[config.mk]
export PLATFORM = sky130hd
export DESIGN_NAME = disp_chan_sel
export DESIGN_NICKNAME = d
export VERILOG_FILES = /design/src/rtl/disp_chan_sel.sv
export SDC_FILE = /design/constraint.sdc
export NUM_CORES = 1
export LEC_CHECK = 0
export CORE_ASPECT_RATIO = 0.7
export CORE_MARGIN = 1.5
export CORE_UTILIZATION = 33
export DETAILED_ROUTE_END_ITERATION = 8
export GPL_TIMING_DRIVEN = 0
export PLACE_DENSITY = 0.81
export SLEW_MARGIN = 30
export SYNTH_ARGS = -nofsm -noshare
export SYNTH_HDL_FRONTEND = slang
export SYNTH_SLANG_ARGS = --single-unit
[constraint.sdc]
create_clock -name clk -period 2.3 [get_ports clk]
set_input_delay 0.46 -clock clk [delete_from_list [all_inputs] [get_ports clk]]
set_output_delay 0.46 -clock clk [all_outputs]
set_load 0.005 [all_outputs]
[src/rtl/disp_chan_sel.sv]
// Display channel selector: a mode button steps through channels, the view
// returns to the timer channel after a period of inactivity, and a blink
// mask blanks digits during the off phase on every channel except the timer.
module disp_chan_sel #(
  parameter int WIDTH    = 24,
  parameter int CHANNELS = 4,
  parameter int SEL_W    = 2,
  parameter int TIMEOUT  = 30
) (
  input  logic                      clk,
  input  logic                      rst_n,
  input  logic                      mode_btn,
  input  logic                      tick_1hz,
  input  logic                      tick_blink,
  input  logic [CHANNELS*WIDTH-1:0] chan_data,
  input  logic [WIDTH-1:0]          blink_mask,
  output logic [WIDTH-1:0]          output_data,
  output logic [SEL_W-1:0]          cur_sel,
  output logic                      sel_changed
);

  localparam int CNT_W = (TIMEOUT < 2) ? 1 : $clog2(TIMEOUT + 1);
  localparam logic [CNT_W-1:0] CNT_LAST = CNT_W'(TIMEOUT - 1);
  localparam logic [SEL_W-1:0] SEL_LAST = SEL_W'(CHANNELS - 1);

  logic             btn_q;
  logic             btn_armed;
  logic             press;
  logic [CNT_W-1:0] idle_cnt;
  logic [CNT_W-1:0] idle_cnt_next;
  logic [SEL_W-1:0] sel_next;
  logic             blink_phase;
  logic [WIDTH-1:0] slice;

  // btn_armed keeps a button held across reset release from counting as a press.
  assign press = mode_btn && !btn_q && btn_armed;
  assign slice = chan_data[int'(cur_sel)*WIDTH +: WIDTH];

  // NOTE: every output of a combinational block gets a default first so no
  // path can leave it unassigned and infer a latch.
  always_comb begin
    sel_next      = cur_sel;
    idle_cnt_next = idle_cnt;
    if (press) begin
      sel_next      = (cur_sel == SEL_LAST) ? '0 : cur_sel + 1'b1;
      idle_cnt_next = '0;
    end else if (cur_sel == '0) begin
      idle_cnt_next = '0;
    end else if (tick_1hz && TIMEOUT != 0) begin
      if (idle_cnt == CNT_LAST) begin
        sel_next      = '0;
        idle_cnt_next = '0;
      end else begin
        idle_cnt_next = idle_cnt + 1'b1;
      end
    end
  end

  // NOTE: sequential state uses non-blocking assignments so every register
  // samples the pre-edge values of the others, independent of statement order.
  always_ff @(posedge clk) begin
    if (!rst_n) begin
      btn_q       <= 1'b0;
      btn_armed   <= !mode_btn;
      idle_cnt    <= '0;
      cur_sel     <= '0;
      sel_changed <= 1'b0;
      blink_phase <= 1'b1;
      output_data <= '0;
    end else begin
      btn_q       <= mode_btn;
      btn_armed   <= btn_armed || !mode_btn;
      idle_cnt    <= idle_cnt_next;
      cur_sel     <= sel_next;
      sel_changed <= (sel_next != cur_sel);
      if (sel_next != cur_sel)
        blink_phase <= 1'b1;
      else if (tick_blink)
        blink_phase <= !blink_phase;
      if (cur_sel != '0 && !blink_phase)
        output_data <= slice | blink_mask;
      else
        output_data <= slice;
    end
  end

endmodule

==> reports/qor.csv <==
stage,metric,value,unit
grt,grt_pass1_wl,9000,um
final_layout,drive_gt1_share,10.3,%
place,place_area,3500,um2
power_and_ir_drop,powerDensity,437,nW/um2
logic_synthesis,synth_edf_count,0,
drt,drtAntennaViolNets,0,
final_layout,syn_to_final_growth,87.6,%
power_and_ir_drop,totalPowerFinal,1.56,mW
cts,tritoncts,built,
grt,grt_max_degree,11,
floorplan,placementRows,22,
run,maxCapViolations,0,
grt,grt_pass1_vias,1907,
floorplan,die_x,93.8,um
cts,cts_buffers,5,
floorplan,core_area,5400,um2
worst_setup_path,worstSetupStartpointType,flip-flop,
drt,avgViaCountPerCell,4.85,
final_layout,fill_cells,433,
worst_setup_path,reg2reg_depth,8,
place,dp_hpwl,4840,um
cts,htree_num_levels,2,
place,port_buffers,150,
final_layout,design_area,3570,um2
sta,slew_headroom,74.5,%
sta,hold_viol,0,
cts,cts-root-buf,clkbuf_8,
sta,clock_skew,0.00179,ns
worst_setup_path,critPathKind,flip-flop to flip-flop,
drt,drc,0,
sta,drv_slew,0,
cts,clockBufferDepth,2,
logic_synthesis,synth_cell_type_count,30,
sta,setup_violations,0,
floorplan,num_io_pins,152,
cts,clkTransAtPathRegs,0.06,ns
worst_setup_path,cp.arrival,2.29,ns
power_and_ir_drop,peakVddDrop,0.247,mV
place,gp_congestion,0.734,
power_and_ir_drop,p_leak,1.31,nW
drt,drt-total-wl,5940,um
worst_hold_path,holdCritStartpoint,tick_1hz,
logic_synthesis,syn-num-nets,294,
sta,rsz0062_at_grt,no,
logic_synthesis,synth_flop_cell,dfxtp_1,
logic_synthesis,seq_area_frac_synth,36.8,%
worst_hold_path,hold_path_depth,2,
logic_synthesis,syn_avg_cell_area,11.5,um2
final_layout,final_common_cell,clkdlybuf4s50_1,
grt,track_usage,19.3,%
logic_synthesis,ys_seq_elements,35,
cts,clock_latency,0.27,ns
logic_synthesis,yosys_warnings,0,
worst_setup_path,cp-startpoint,cur_sel[1],
worst_setup_path,critPathCaptureType,flip-flop,
logic_synthesis,syn_area,1910,um2
worst_setup_path,path_max_fanout,10,
drt,dr.pass1.iters,4,
worst_hold_path,hp-class,input pin to flip-flop,
sta,period_share,90.5,%
final_layout,antenna_cells,0,
worst_setup_path,rr_startpoint,cur_sel[1],
sta,post-route-min-period,2.08,ns
status,status,"finished, final reports clean",
drt,drt_iter0_markers,64,
sta,fmax,0.481,GHz
floorplan,start_util,35.3,%
cts,cts_num_sinks,35,
floorplan,die_area,6250,um2
sta,worstMarginPinSlew,0.382,ns
worst_setup_path,critical_path_required,2.51,ns
logic_synthesis,postSynthCellCount,165,
drt,avgRoutedWirePerCell,15.1,um
logic_synthesis,ys_async_sr_fraction,0,%
final_layout,mostFrequentLayoutCells,"clkdlybuf4s50_1 (150), dfxtp_1 (35), nor2b_1 (26), a21oi_1 (24), mux4_2 (18)",
final_layout,nets,451,
grt,grt_overflow,0,
drt,vias,1906,
cts,cts_hold_buf,0,
final_layout,stdcell_count,393,
floorplan,die_h,66.6,um
grt,antenna_found_initial,0,
sta,setup-tns-final,0,ns
place,dp_cells,387,
state kept, by name (all words and copies together) (netlist names):
name,flops
idle_cnt,5
btn_armed,1
sel_changed,1
blink_phase,1
cur_sel,2
output_data,24
btn_q,1
routing by layer:
layer / up-vias / global-route usage [%] / part of all wire (%)
met1: 888 / 22.6 / 42
met2: 94 / 34.1 / 48
met3: 2 / 7.42 / 9.2
met5: - / 0 / 0
li1: 922 / - / -
met4: 0 / 3.36 / 0.47
power breakdown:
part	internal (mW)	switching (mW)
Sequential	0.650	0.0141
Clock	0.202	0.192
Combinational	0.365	0.139
Total	1.22	0.345
stage by stage:
stage               setup slack, ns  hold WS, ns  utilization, %
floorplan                     0.524        0.422               -
finish                        0.219        0.433            66.3
CTS                          0.0716        0.420            66.2
global route                 0.0315        0.430            66.3
global placement            -0.0835        0.431            64.8
detailed placement           -0.110        0.435            64.8
area by class of cell:
type / instances / area (um2) / share of cell area, %
plain buffers: 12 / 86.3 / 2.42
multi-input cells: 113 / 1100 / 30.9
well taps: 72 / 90.1 / 2.52
inverters: 5 / 18.8 / 0.525
clock buffers: 6 / 72.6 / 2.03
flip-flops and latches: 35 / 701 / 19.6
repair buffers: 150 / 1500 / 42.0
worst paths after layout:
check                   endpoint  slack (ns)
setup / recovery  output_data[3]        0.22
setup reg to reg  output_data[3]        0.22
hold reg to reg        btn_armed        0.45
hold / removal       idle_cnt[1]        0.43
kinds of logic after synthesis:
logic type      share of synthesized area [%]
compound gates                           9.13
xor+xnor                                 2.30
fa+ha+maj                                2.63
buf+inv                                  5.38
flops                                    36.8
mux                                      29.5
simple gates                             14.2
repair_timing:
action / 4_1_cts / 5_1_grt
endpoints found under the setup margin: 20 / 20
resized for setup: 2 / 1
buffers inserted: 0 / 0
pin swaps: 0 / 0
synthesized netlist by cell type (2+ instances only):
master | n | share of area, %
dfxtp_1 | 35 | 37
nor2b_1 | 26 | 8.5
a21oi_1 | 24 | 6.3
mux4_2 | 18 | 21
mux4_1 | 6 | 8.3
nor2_1 | 6 | 1.2
clkbuf_1 | 5 | 0.99
inv_1 | 5 | 0.99
nand2_1 | 5 | 0.99
ha_1 | 4 | 2.6
buf_2 | 3 | 0.79
nand3_1 | 3 | 0.79
o21ai_0 | 3 | 0.79
xnor2_1 | 3 | 1.4
buf_6 | 2 | 1.2
nand4_1 | 2 | 0.66
xor2_1 | 2 | 0.92
critical path, cell delays in order, from the launching register on:
cell      delay, ns
dfxtp_1        0.35
buf_2          0.24
buf_2          0.30
inv_1          0.07
ha_1           0.23
nor2_2         0.25
clkbuf_2       0.32
a21oi_1        0.15
nor2b_1        0.11
Note: power is estimated with default switching activity, not from simulation.
==> RTL edit, RTL diff (config.mk and constraints unchanged) <==
`SEL_W`: 2 -> 1.
--- a/src/rtl/disp_chan_sel.sv
+++ b/src/rtl/disp_chan_sel.sv
@@ -6,3 +6,3 @@
   parameter int CHANNELS = 4,
-  parameter int SEL_W    = 2,
+  parameter int SEL_W    = 1,
   parameter int TIMEOUT  = 30
Ports: changed (resized cur_sel); port bits go from 152 to 151. The function was not compared with the original's and may differ.
==> RTL edit against the original RTL <==
  * Global-route usage is 0.21 points higher
  * Synthesized cell count is 4.8% lower
  * Final cell count down 19%
  * Cell area fell by 30%
  * Power down 13%
  * Utilization shrank 2.4 points
  * Worst hold slack improved by 0.032 ns
  * Synthesized area shrank 30%
  * Sequential cell count down 1
  * Setup slack improved by 0.51 ns
  * Sequential share of layout area increased by 7.7 points
  * Sequential power shrank 3.5%
  * Count of clock-buffer cells in the layout up 1
  * Routed wire length down 28%
  * Critical path type is now flop to output port
  * Largest power group unchanged
  * Highest routed layer unchanged
==> RTL edit: results (changes against the original RTL) <==
The worst voltage drop across the vdd grid is 0.000371 V (+50%), and the wire length on met3 is 433 µm (-21%). The clock network area share was 3.07% (+1.0 points); the maximum fanout encountered on the critical timing path was 2 (-8). The run finished with clean final reports. The gate count after technology mapping came out at 157 (-4.8%).

The largest registers in the layout are output_data x24, idle_cnt x5. The number of logic inverters in the finished layout is 4 (-1). Path category of the worst min-delay check: flop to flop. The worst hold path begins at btn_armed. The sequential area share after synthesis is 50.9% (+14 points). The global-route usage over all layers is 19.5% (+0.21 points). The number of global-route vias before repair was 1,397 (-27%). The tools report the terminus of the critical flop-to-flop path as idle_cnt[1]. The static leakage was 0.934 nW (-29%); the global-route met1 utilization was 22.3% (-0.29 points). The run gives 1990 µm (-31%) as the sum of met2 wire segment lengths after detailed routing. By count the netlist is led by sky130_fd_sc_hd__a21oi_1 (52), sky130_fd_sc_hd__dfxtp_1 (34), sky130_fd_sc_hd__o21ai_0 (25). Total area of multi-input combinational cells: 594 µm² (-46%). For this design, the slowest cell found on the critical path is sky130_fd_sc_hd__clkdlybuf4s50_1.

The run gives 1770 µm (-29%) as the routed length on met1. For the number of cells after detailed placement, the log shows 310 (-20%). For the count of instances resized after the clock tree is built, the log shows 0 (-2).

For the internal reg-to-reg setup slack, the log shows 0.90 ns (+0.68 ns). Met2 usage: 32.6% (-1.5 points). The synthesized area per cell came out at 8.52 µm² (-26%).

The maximum achievable frequency is 637 MHz (+33%), and the data arrival time of the worst path is 1.11 ns (-1.18 ns). The logs give 0.00501 ns (+0.00322 ns) for the worst clock skew on the final layout and 347 (-20%) for the layout filler cell count. The multi-input combinational gate total was 108 (-4.4%). The actual slew at the worst max-slew pin was 0.464 ns (+0.0813 ns). Final hold slack: 0.465 ns (+0.0319 ns). The logs give 317 (-19%) for the final standard cell count with taps included and fillers excluded and 1,533 (-20%) for the count of vias placed by the detailed router. The run gives 8.29% (+0.87 points) as the met3 layer usage reported by global route. Tracing the worst setup path back leads to its startpoint at cur_sel. The run gives 392 (-13%) as the post-layout net count. The logs give 53 (-17%) for the violation count after the first detailed-route iteration and 0.00241 mm² (-31%) for the total cell area at the placement stage. Count of different cell masters after synthesis: 26 (-13%). Cell depth of the worst flop-to-flop path: 5 (-3). In this run the worst setup path terminates at cur_sel.
RTL edit: power breakdown:
group / internal [mW] / switching (mW)
Combinational: 0.206 / 0.110
Clock: 0.208 / 0.196
Sequential: 0.629 / 0.0116
Total: 1.04 / 0.317
RTL edit: worst reg2reg max path: stages, from the launching register on:
cell and delay (ns):
sky130_fd_sc_hd__dfxtp_1 0.39, sky130_fd_sc_hd__inv_1 0.06, sky130_fd_sc_hd__ha_1 0.22, sky130_fd_sc_hd__and4_1 0.22
sky130_fd_sc_hd__or3_1 0.30, sky130_fd_sc_hd__a21oi_1 0.14
RTL edit: kinds of logic after synthesis:
| kind of cell | count (synthesis) | share of synthesized area (%) |
|---|---|---|
| AND/OR/NAND/NOR | 22 | 9.35 |
| buffers and inverters | 15 | 4.68 |
| adder cells (fa/ha/maj) | 2 | 1.87 |
| AO/OA/AOI/OAI | 83 | 32.6 |
| XOR/XNOR | 1 | 0.655 |
| flip-flops | 34 | 50.9 |
